### src/rtl/access_grant_ctrl.sv
// Access grant controller: turns detection pulses into bounded grant windows,
// with cooldown after each grant and timed lockout after repeated failures.
module access_grant_ctrl #(
    parameter int GRANT_CYCLES = 8,
    parameter int COOL_CYCLES  = 4,
    parameter int MAX_FAILS    = 3,
    parameter int LOCK_CYCLES  = 16,
    localparam int FW = $clog2(MAX_FAILS + 1)
) (
    input  logic          clk,
    input  logic          RESET,
    input  logic          det_in,
    input  logic          attempt_end,
    input  logic          grant_ack,
    output logic          grant,
    output logic          grant_timeout,
    output logic          locked,
    output logic [FW-1:0] fail_cnt,
    output logic [1:0]    st
);

    localparam int TGC  = (GRANT_CYCLES > COOL_CYCLES) ? GRANT_CYCLES : COOL_CYCLES;
    localparam int TMAX = (TGC > LOCK_CYCLES) ? TGC : LOCK_CYCLES;
    localparam int TW   = (TMAX > 1) ? $clog2(TMAX) : 1;

    localparam logic [TW-1:0] G_LAST = TW'(GRANT_CYCLES - 1);
    localparam logic [TW-1:0] C_LAST = TW'(COOL_CYCLES - 1);
    localparam logic [TW-1:0] L_LAST = TW'(LOCK_CYCLES - 1);
    localparam logic [FW-1:0] F_MAX  = FW'(MAX_FAILS);

    typedef enum logic [1:0] {
        IDLE     = 2'd0,
        GRANT    = 2'd1,
        COOLDOWN = 2'd2,
        LOCKOUT  = 2'd3
    } state_t;

    state_t        state, state_n;
    logic [TW-1:0] timer, timer_n;
    logic [FW-1:0] fail_n;
    logic          gto_n;

    always_ff @(posedge clk or negedge RESET) begin
        if (!RESET) begin
            state         <= IDLE;
            timer         <= '0;
            fail_cnt      <= '0;
            grant_timeout <= 1'b0;
        end else begin
            state         <= state_n;
            timer         <= timer_n;
            fail_cnt      <= fail_n;
            grant_timeout <= gto_n;
        end
    end

    always_comb begin
        state_n = state;
        fail_n  = fail_cnt;
        gto_n   = 1'b0;
        case (state)
            IDLE: begin
                if (det_in) begin
                    state_n = GRANT;
                    fail_n  = '0;
                end else if (attempt_end) begin
                    fail_n = fail_cnt + FW'(1);
                    if (fail_n == F_MAX) state_n = LOCKOUT;
                end
            end
            GRANT: begin
                if (grant_ack) begin
                    state_n = COOLDOWN;
                end else if (timer == G_LAST) begin
                    state_n = COOLDOWN;
                    gto_n   = 1'b1;
                end
            end
            COOLDOWN: begin
                if (timer == C_LAST) state_n = IDLE;
            end
            LOCKOUT: begin
                if (timer == L_LAST) begin
                    state_n = IDLE;
                    fail_n  = '0;
                end
            end
            default: begin
                state_n = IDLE;
                fail_n  = '0;
            end
        endcase
        // timer restarts on every state entry and idles at zero
        if (state_n != state || state_n == IDLE) timer_n = '0;
        else timer_n = timer + TW'(1);
    end

    assign grant  = (state == GRANT);
    assign locked = (state == LOCKOUT);
    assign st     = state;

    a_excl: assert property (@(posedge clk) disable iff (!RESET)
        !(grant && locked));
    a_gto: assert property (@(posedge clk) disable iff (!RESET)
        grant_timeout |-> $past(state) == GRANT);
    a_fail: assert property (@(posedge clk) disable iff (!RESET)
        fail_cnt <= F_MAX);
    a_run: assert property (@(posedge clk) disable iff (!RESET)
        (state == GRANT) |-> (int'(timer) < GRANT_CYCLES));
    a_entry: assert property (@(posedge clk) disable iff (!RESET)
        (state == COOLDOWN || state == LOCKOUT) |=> state != GRANT);

endmodule

### config.mk
export PLATFORM = sky130hd
export DESIGN_NAME = access_grant_ctrl
export DESIGN_NICKNAME = d
export VERILOG_FILES = /design/src/rtl/access_grant_ctrl.sv
export SDC_FILE = /design/constraint.sdc
export NUM_CORES = 1
export LEC_CHECK = 0
export ABC_CLOCK_PERIOD_IN_PS = 3800
export BUFFER_PORTS_ARGS = -buffer_cell sky130_fd_sc_hd__buf_2
export CAP_MARGIN = 25
export CELL_PAD_IN_SITES_DETAIL_PLACEMENT = 0
export CELL_PAD_IN_SITES_GLOBAL_PLACEMENT = 1
export CORE_AREA = 8 8 45 47
export DETAILED_ROUTE_END_ITERATION = 16
export DIE_AREA = 0 0 53 55
export GPL_TIMING_DRIVEN = 0
export PLACE_DENSITY_LB_ADDON = 0.1
export SYNTH_ARGS = -nofsm -noshare
export SYNTH_HDL_FRONTEND = slang
export SYNTH_SLANG_ARGS = --single-unit
export TNS_END_PERCENT = 30
### constraint.sdc
create_clock -name clk -period 3.8 [get_ports clk]
set_clock_uncertainty 0.05 [all_clocks]
set_input_delay 0.38 -clock clk [delete_from_list [all_inputs] [get_ports clk]]
set_output_delay 0.38 -clock clk [all_outputs]
set_load 0.05 [all_outputs]
# After elaboration in Yosys (flattened, before gate mapping)
# Cells that the tools add are included.
[word_totals]
ramBits = 0
memories = 0
latchBits = 0
rom_bits = 0
reg_bits = 9
[classes]
n_eq_ne = 10
reduce_logical = 5
mux = 16
bitwise_logic = 0
n_mul = 0
order_cmp = 0
add_sub_neg = 2
div = 0
shift = 0
[op_table]
columns = ["operator", "count"]
rows = [
  ["two-way mux 2 bit", 10],
  ["one-hot mux 2 bit (4 select lines)", 1],
  ["== test 2 bit, second input constant", 3],
  ["adder 4 x 1 -> 4 bit, second input constant", 1],
  ["== test 4 x 2 -> 1 bit, second input constant", 1],
  ["== test 4 x 3 -> 1 bit, second input constant", 1],
  ["== test 4 bit, second input constant", 1],
  ["logical NOT 2 bit", 2],
  ["two-way mux 4 bit", 1],
  ["one-hot mux 2 bit (2 select lines)", 1],
  ["two-way mux 1 bit", 3],
  ["inequality test 3 bit, second input constant", 1],
  ["AND reduction 3 bit", 1],
  ["adder 2 x 1 -> 2 bit, second input constant", 1],
  ["== test 2 x 1 -> 1 bit, second input constant", 1],
  ["inequality test 2 x 1 -> 1 bit, second input constant", 1],
  ["inequality test 2 bit", 1],
  ["nonzero test 2 bit", 1],
  ["logical OR 1 bit", 1],
]

# Longest topological paths before layout
# Gate-level depths: netlist (run 1).
[logic_depth]
ltp_word = 9
mapped_depth = 5
depth_no_buf = 5

# Least setup slack after synthesis (run 1)
# OpenSTA, ideal clock, no wires.
[synth_path]
kind = "reg-to-reg"
startpoint = "reg state[1], in the netlist st[1]"
endpoint = "reg fail_cnt[0]"
stages_incl_launch_ff = 5
arrival_time_ps = 1573
n_path_buf = 0
setup_time_ps = 125
t_required_ps = 3625
setup_slack_ps = 2052
cell_sequence = "dfrtp_1 > nand2_2 > inv_1 > nor3_1 > mux2_2"
[synth_between]
elab_chain_cells = 3
word_cells_on_any_way = 7
[synth_rtl]
columns = ["item", "line_no", "text"]
rows = [
  ["start: declaration", "38", "state_t state, state_n;"],
  ["start signal: assignment", "50", "state <= state_n;"],
  ["== test 2 bit *", "--", ""],
  ["named net locked", "17", "output logic locked,"],
  ["inequality test 2 x 1 -> 1 bit (no source line) / nonzero test 2 bit (equally long branches)", "--", ""],
  ["AND reduction 3 bit (no source line)", "--", ""],
  ["end signal: assignment", "52", "fail_cnt <= fail_n;"],
  ["end: declaration", "18", "output logic [FW-1:0] fail_cnt,"],
]
# Mark *: on every way through the listed nets, which the timed path passes. The rest lies on a longest branch.
# A chain may end at the register's enable or synchronous reset.

# Worst setup path in the final report (run 1)
[layout_path]
startpoint = "reg state[1], in the netlist st[1]"
endpoint = "out locked"
[layout_between]
elab_chain_cells = 1
[layout_rtl]
columns = ["item", "line_no", "text"]
rows = [
  ["== test 2 bit", "99", "assign locked = (state == LOCKOUT);"],
  ["end: declaration", "17", ""],
]
# Every way passes these cells.

==> results of run 1 <==
## state kept, by name (all words and copies together) (netlist names)
register / flops
timer: 4
fail_cnt: 2
st: 2
grant_timeout: 1
## per-stage QoR
stage               util, %  power, W  worst slack [ns]
floorplan                 -  0.000385              2.05
global placement       40.8  0.000448              2.31
detailed placement     40.8  0.000448              2.31
CTS                    43.4  0.000528              2.09
global route           43.4  0.000558              2.03
finish                 43.4  0.000521              2.11
## cell families after synthesis
logic type / after synthesis / synth area share (%)
xor gates and xnor gates: 2 / 3.58
and+or+nand+nor: 20 / 24.8
buffers and inverters: 4 / 3.07
muxes: 2 / 4.60
DFF: 9 / 46.0
AOI/OAI and AO/OA: 9 / 12.8
adders and majority gates: 2 / 5.11
## routing by layer
layer	vias up	track usage (%)	part of all wire (%)	routed length, µm
met2	7	11.7	46	477
met5	-	0	0	0
met4	0	6.47	0	0
met1	185	9.58	44	457
met3	0	4.28	9.1	94
li1	206	-	-	-
## path summary, 6_finish.rpt
path | startpoint | endpoint | slack, ns | cells past startpoint
hold / removal | grant_ack | grant_timeout$_DFF_PN0_ | 0.24 | 2
hold reg to reg | timer[0]$_DFF_PN0_ | timer[0]$_DFF_PN0_ | 0.43 | 1
setup reg to reg | timer[0]$_DFF_PN0_ | timer[1]$_DFF_PN0_ | 2.29 | 4
max in group asynchronous | RESET | fail_cnt[1]$_DFFE_PN0P_ | 3.07 | 2
setup / recovery | st[1]$_DFF_PN0_ | locked | 2.11 | 3
min in group asynchronous | RESET | timer[2]$_DFF_PN0_ | 0.45 | 2
## cell usage in the layout, fill, tap and decap left out, drive strengths merged
cell         synthesis  layout
nor2                 2       2
and2                 1       1
a21oi                3       3
or2                  1       1
nor4                 3       3
nand3b               1       1
dlygate4sd3          0       1
nand3                2       2
ha                   2       2
nand2                2       2
nor3b                1       1
and2b                1       1
mux2                 2       2
dfrtp                9       9
or3b                 1       1
o21ai                3       3
xor2                 1       1
nor4b                1       1
inv                  4       4
clkbuf               0       4
o22ai                2       2
a221o                1       1
xnor2                1       1
nor3                 4       4
buf                  0      11
## power groups by stage
stage                     combinational [W]  clock (W)  sequential (W)
after floorplan                    0.000152          0        0.000233
after global placement             0.000272          0        0.000176
after detailed placement           0.000272          0        0.000176
after CTS                          0.000276  0.0000776        0.000174
after global routing               0.000293  0.0000844        0.000180
final                              0.000272  0.0000740        0.000175
## what timing repair did
action	CTS	global route
setup endpoints to repair	0	0
hold buffers	1	0
endpoints found under the hold margin	9	0
gates resized for setup	0	0
## layout make-up
class                      count  area, µm²
clock buffer                   4       26.3
tap                           16       20.0
fill                         150        783
timing repair buffer          12       65.1
multi-input combinational     35        249
sequential                     9        225
inverter                       4       15.0
## critical path: stages (launching register included)
cell	delay (ns)
sky130_fd_sc_hd__dfrtp_1	0.50
sky130_fd_sc_hd__nand2_2	0.12
sky130_fd_sc_hd__inv_1	0.11
sky130_fd_sc_hd__buf_2	0.27
==> results.md, run 1 <==
- The flow ran to the end, and the final reports show no timing, DRC or antenna violations.
- The share of final-layout standard cells stronger than drive strength 1 is between 30 and 40%.
- The per-cell routed wire length is 12.9 µm.
- In this run the remaining antenna-violating nets after routing total 0.
- The synthesized netlist contains 26 unique library cells.
- The power per cell area is between 800 and 900 nW/µm².
- The critical path arrival is roughly 1.3 ns.
- STA classifies the critical path startpoint as a register.
- The dominant synthesized flop cell is sky130_fd_sc_hd__dfrtp_1.
- The die outline area is around 2900 µm².
- Pin placement for this block handled 12 I/O pins.
- Global routing used between 8 and 9% of the available tracks.
- The number of H-tree branching levels is 1.
- The share of total power dissipated in combinational logic is roughly 52%.
- TritonCTS built the clock tree.
- The portion of the clock cycle consumed by the worst path in the final layout is between 40% and 50%.
- The port buffer count is 11.
- Measured along the x axis, the die boundary spans ~53 µm.
- The class of the worst hold path is input port to register.
- The largest net degree at the start of global routing is 10.
- The switching power as a share of total power is between 40% and 50%.
- Including well taps, the total number of placed cells is 75.
- Summed over all cells, the static leakage comes to 0.284 nW.
- The share of Yosys cell area claimed by the top area cell type is 46.0%.
- After the last flow step, the layout net total stands at approximately 70.
- The number of setup buffers added after CTS is 0.
- At the worst endpoint, the required time is about 3.4 ns.
- The area inside the core boundary is 1380 µm².
- CTS placed an instance of sky130_fd_sc_hd__clkbuf_4 at the clock tree root.
- The total global routing overflow is 0.
- The first-pass detailed-route iteration total is 3.
- The aggregate negative setup slack is 0 ns.
- The final routed wirelength across all metal layers is approximately 1.0 mm.
- The die is ~55 µm tall.
- Clock latency on the worst-skew pair, taken at its later pin, is between 0.2 and 0.3 ns.
- The iteration-0 DRC count of the detailed router is 1.
- The first-pass GRT wire length is approximately 1.8 mm.
- Sorting the synthesized cells by area gives the leading types as sky130_fd_sc_hd__dfrtp_1 46%, sky130_fd_sc_hd__ha_1 5.1%, sky130_fd_sc_hd__mux2_2 4.6%.
- The number of enable-type register cells in the synthesized netlist is 0.
- Counting every instance in the synthesized netlist gives 48.
- After synthesis the cells add up to 489 µm².
- The final-report max-slew violation count is 0.
- The dominant cell type by area after synthesis is sky130_fd_sc_hd__dfrtp_1.
- The final HPWL from detailed placement is 772 µm.
- The sort of element at the end of the critical path is an output pin.
- A synthesized cell averages 10.2 µm².
- The critical path in this run is classified as register to output pin.
- The number of clock sinks seen by CTS is 9.
- The via count of the first global-routing pass came to a little under 400.
- On the final layout, the worst hold slack is about 0.24 ns.
- The maximum fanout along the worst path is 9.
- By count the netlist is led by 9 x sky130_fd_sc_hd__dfrtp_1, 4 x sky130_fd_sc_hd__inv_1, 4 x sky130_fd_sc_hd__nor3_1.
- After routing the design area is about 600 µm².
- In this run the power spent charging and discharging nets is about 0.00026 W.
- The final RePlAce weighted congestion is 0.725.
- The initial antenna violation count was 0.
- The cell internal power dissipation is between 0.0002 and 0.0003 W.
- The total number of yosys warnings is 0.
- The relative contribution of sequential cells to total power is between 30 and 40%.
- The initial standard-cell utilization of the core is between 30% and 40%.
- The via count is just under 400.
- The floorplan row count is 14.
- The register bit total from synthesis is 9.
- Yosys instantiated no cell more often than sky130_fd_sc_hd__dfrtp_1.
- The slew at the pin closest to its max-slew limit is 0.439 ns.
- The proportion of power drawn by the clock network is between 10% and 20%.
- After synthesis, the share of flip-flops with an asynchronous set or reset is 100%.
- The final instance count without filler cells is 80.
- Setup repair after global routing left no endpoint under its margin.
- The net count after synthesis is 55.
- The worst-case IR drop observed on VDD is approximately 0.35 mV.
- The area added between synthesis and finish is 22.8%.
- Dividing the detail-routed via count by the number of cells gives approximately 5.0.
- The highest achievable clock rate is approximately 600 MHz.
- The number of max-cap violations is 0.
- The number of diodes added for antenna fixing is 0.
- Clock-pin slew was measured on the worst setup and hold paths at roughly 0.060 ns.
- The minimum clock period is roughly 1.7 ns.
- The number of clock buffers inserted by TritonCTS is 3.
- For this run, design rule violations remaining after detail routing come to 0.
- Measured against its own limit, the worst slew margin works out to between 70% and 80%.
- The instance area after placement is approximately 560 µm².
- The longest clock path from root to sink contains 2 buffers.
- Setup violations remaining at the end of the flow were counted as 0.
- The final hold violation count was 0.
- Summing the sequential cell areas from Yosys gives 46.0% of the chip area.
Power figures use the tool's default switching activity.
==> run 2: changes to the inputs <==
--- a/config.mk
+++ b/config.mk
@@ -5,14 +5,15 @@
 export SDC_FILE = /design/constraint.sdc
 export NUM_CORES = 1
 export LEC_CHECK = 0
-export ABC_CLOCK_PERIOD_IN_PS = 3800
+export ABC_AREA = 1
+export ABC_CLOCK_PERIOD_IN_PS = 1450
 export BUFFER_PORTS_ARGS = -buffer_cell sky130_fd_sc_hd__buf_2
 export CAP_MARGIN = 25
 export CELL_PAD_IN_SITES_DETAIL_PLACEMENT = 0
 export CELL_PAD_IN_SITES_GLOBAL_PLACEMENT = 1
-export CORE_AREA = 8 8 45 47
+export CORE_MARGIN = 8
+export CORE_UTILIZATION = 32
 export DETAILED_ROUTE_END_ITERATION = 16
-export DIE_AREA = 0 0 53 55
 export GPL_TIMING_DRIVEN = 0
 export PLACE_DENSITY_LB_ADDON = 0.1
 export SYNTH_ARGS = -nofsm -noshare
==> constraint.sdc (replaced) <==
create_clock -name clk -period 1.45 [get_ports clk]
set_clock_uncertainty 0.05 [all_clocks]
set_input_delay 0.145 -clock clk [delete_from_list [all_inputs] [get_ports clk]]
set_output_delay 0.145 -clock clk [all_outputs]
set_load 0.05 [all_outputs]
==> run 2 against run 1 <==
Effect of this change: clock-buffer cell count is the same; critical path type is now register to register; largest power group unchanged; setup slack lost 2.1 ns; wire length grew 12%; combinational power grew to 3.9 times the previous value; clock power grew to 2.5 times the previous value.
==> results.md, run 2 <==
- The number of inserted filler cells in the final layout is approximately 150.
- The CTS tree is done.
- The root buffer cell chosen for the clock tree is sky130_fd_sc_hd__clkbuf_4.
- The area of the mapped netlist is about 520 µm².
- The final-report max-slew violation count is 0.
- Among all flip-flop cells after synthesis, the most frequent one is sky130_fd_sc_hd__dfrtp_1.
- The I/O pin count is 12.
- The initial antenna violation count is 0.
- The library cell with the highest instance count after synthesis is sky130_fd_sc_hd__nand2_1.
- At the pin with the least slew margin, the transition time is around 0.27 ns.
- The count of nets left with antenna violations once routing finished came out at 0.
- The total chip power is approximately 0.0017 W.
- In the final routed layout, each cell accounts on average for 11.9 µm.
- The final HPWL from detailed placement is 841 µm.
- The class of the worst hold path is input port to register.
- Yosys mapped a number of flops with a built-in enable equal to 0.
- The number of max-cap violations is 0.
- The logic depth of the worst register-to-register path is 8.
- The repair_antennas step left the layout with diodes totalling 0.
- The die span in x is 56.2 µm.
- Data on the critical path arrives at its endpoint at around 1.5 ns.
- The final instance area is ~700 µm².
- The portion of the clock cycle consumed by the worst path in the final layout is between 90% and 100%.
- During placement, the flow inserted port buffers numbering 11.
- The combined global-route utilization of all metal layers is 7.71%.
- The final net count is 89.
- The dominant cell type by area after synthesis is sky130_fd_sc_hd__dfrtp_1.
- Setup repair after global routing could not meet its margin everywhere.
- The first-pass GRT wire length is a little under 2 mm.
- In this run the critical register-to-register path is launched from timer[1]$_DFF_PN0_.
- The top cell types in the final layout, fill and taps aside, are 10 x sky130_fd_sc_hd__nand2_1, 10 x sky130_fd_sc_hd__buf_2, 8 x sky130_fd_sc_hd__inv_1.
- Entering global routing, the biggest net connects 10 pins.
- Headroom to the max-slew limit came out at 81.9%.
- The instance area after placement is roughly 600 µm².
- The final routed wirelength across all metal layers is roughly 1.2 mm.
- In this run the worst path has a maximum fanout of 4.
- The register bit total from synthesis is 9.
- The first-pass detailed-route iteration total is 4.
- The share of Yosys cell area claimed by the top area cell type is 43.5%.
- The met2 track utilization from global routing is between 10% and 20%.
- The final RePlAce weighted congestion is a little over 0.7.
- In this run the register-to-register setup slack is 0.04 ns.
- The synthesized netlist cell count is slightly above 60.
- For this run, the top clock speed supported by timing is 708 MHz.
- The clock net in this run drives a total of 9 sinks.
- The number of clock buffers inserted by TritonCTS is 3.
- The proportion of register bits with asynchronous set or reset after synthesis is 100%.
- The number of H-tree branching levels is 1.
- The power per cell area is 2410 nW/µm².
- The die is between 50 and 60 µm tall.
- The via count of the first global-routing pass is ~460.
- The static leakage is ~0.33 nW.
- The per-instance average area after synthesis is 8.35 µm².
- At the worst endpoint, the required time is approximately 1.6 ns.
- The number of flip-flops under the largest register name is 4.
- The worst voltage drop across the vdd grid is a little over 1 mV.
- The global-route track usage on met1 is under 10%.
- The final routed DRC violation total is 0.
- The area inside the core boundary is 1510 µm².
- The share of final-layout standard cells stronger than drive strength 1 is between 40 and 50%.
- The kind of start point of the critical path is a register.
- The register bank with the most flops is timer.
- The number of stages on the worst hold path is 2.
- Setup violations remaining at the end of the flow were counted as 0.
- The worst setup path is captured at a register.
- The area added between synthesis and finish is 34.5%.
- After global routing the overflow that remains totals 0.
- The via count is ~450.
- The initial utilization of the core area, before any placement, comes to 34.4%.
- The type of the worst setup path is register to register.
- Clock-pin slew was measured on the worst setup and hold paths at ~0.06 ns.
- The final hold violation count is 0.
- The first routing iteration left 7 violations.
- The minimum clock period is ~1.4 ns.
- For hold timing, the worst endpoint is grant_timeout$_DFF_PN0_.
- The maximum clock insertion buffer count is 2.
- Of the synthesized area, sequential elements account for ~43%.
- The count of cell types in the netlist is 20.
- In the routed layout, each cell is associated on average with a via count of 4.67.
- The floorplan has 14 rows.
- For this run, the number of Yosys warnings is 0.
- The die covers ~3200 µm².
- Counting every net in the synthesized netlist gives approximately 70.
- The clock latency at the later pin of the worst-skew pair is roughly 0.26 ns.
- The flow ran to the end, and the final reports show no timing, DRC or antenna violations.
- The global routing stage identified its most utilized layer as met2.
- The worst hold path begins at grant_ack.
- The global-route track usage on met3 is 3.88%.
- Yosys attributes the largest share of cell area to sky130_fd_sc_hd__dfrtp_1 43%, sky130_fd_sc_hd__nand2_1 8.0%, sky130_fd_sc_hd__nor2_2 6.0%.
- By count the netlist is led by 11 x sky130_fd_sc_hd__nand2_1, 9 x sky130_fd_sc_hd__dfrtp_1, 8 x sky130_fd_sc_hd__inv_1.
- In this run the critical register-to-register path is captured at timer[3]$_DFF_PN0_.
-- run 2: changes by cell type in the layout (fill, tap and decap cells not counted), sizes merged, moves of 2 or more --
cell   before  now
mux2        2    0
buf        11   13
nand2       2   14
nand3       2    8
inv         4   10
nor2        2    8
nor4        3    1
nor3        4    0
-- run 2: cell families after synthesis --
logic type / after synthesis / synth area share [%]
adders and majority gates: 2 / 4.83
and+or+nand+nor: 33 / 34.1
AOI/OAI and AO/OA: 6 / 7.00
DFF: 9 / 43.5
buffers and inverters: 10 / 7.25
xor gates and xnor gates: 2 / 3.38
-- run 2: through the flow --
stage | util, % | TNS, ns | hold slack (ns) | setup WS (ns) | cells
after global routing | 46.3 | -0.104 | 0.00616 | -0.0298 | 97
after global placement | 40.0 | -0.422 | -0.0457 | -0.108 | 89
after floorplan | - | -0.651 | -0.201 | -0.164 | 62
after detailed placement | 40.0 | -0.437 | -0.0485 | -0.111 | 89
final | 46.3 | 0 | 0.0146 | 0.0374 | 97
after CTS | 44.3 | 0 | 0.00471 | 0.0390 | 95
-- run 2: routing by layer --
layer	up-vias	part of all wire [%]
li1	239	-
met1	199	53
met2	11	39
met3	4	5.1
met4	0	1.9
met5	-	0
-- run 2: worst max-delay path by stage --
stage / start / endpoint / slack, ns / cells past startpoint
2_1_floorplan: st[0]$_DFF_PN0_ / timer[2]$_DFF_PN0_ / -0.16 / 9
3_3_place_gp: timer[0]$_DFF_PN0_ / timer[2]$_DFF_PN0_ / -0.11 / 7
3_5_place_dp: timer[0]$_DFF_PN0_ / timer[2]$_DFF_PN0_ / -0.11 / 7
4_1_cts: st[0]$_DFF_PN0_ / timer[2]$_DFF_PN0_ / 0.04 / 6
5_1_grt: timer[1]$_DFF_PN0_ / timer[2]$_DFF_PN0_ / -0.03 / 8
6_report: timer[1]$_DFF_PN0_ / timer[3]$_DFF_PN0_ / 0.04 / 8
-- run 2: worst max-delay path: stages, from the launching register on --
cell,delay [ns]
sky130_fd_sc_hd__dfrtp_1,0.40
sky130_fd_sc_hd__ha_4,0.19
sky130_fd_sc_hd__nand3_4,0.10
sky130_fd_sc_hd__a21oi_2,0.15
sky130_fd_sc_hd__nand2_1,0.08
sky130_fd_sc_hd__nand2_2,0.09
sky130_fd_sc_hd__nand3_2,0.10
sky130_fd_sc_hd__nand2_4,0.10
sky130_fd_sc_hd__nor2_2,0.04
-- run 2: repair_timing --
action,CTS,global route
resized for setup,4,4
endpoints found under the hold margin,9,0
hold buffers,1,0
setup endpoints to repair,4,4
setup buffers,1,2
pin swaps,0,3
-- run 2: layout make-up --
type / count / area, µm² / share of cell area [%]
multi-input combinational: 43 / 294 / 42.2
sequential: 9 / 229 / 32.9
timing repair buffer: 15 / 90.1 / 12.9
inverter: 10 / 37.5 / 5.39
clock buffer: 4 / 26.3 / 3.77
tap: 16 / 20.0 / 2.87
-- run 2: where the power goes --
| part | switching, W | internal [W] | total, W |
|---|---|---|---|
| Clock | 0.0000823 | 0.000106 | 0.000188 |
| Combinational | 0.000710 | 0.000345 | 0.00105 |
| Sequential | 0.000102 | 0.000333 | 0.000436 |
| Total | 0.000894 | 0.000784 | 0.00168 |
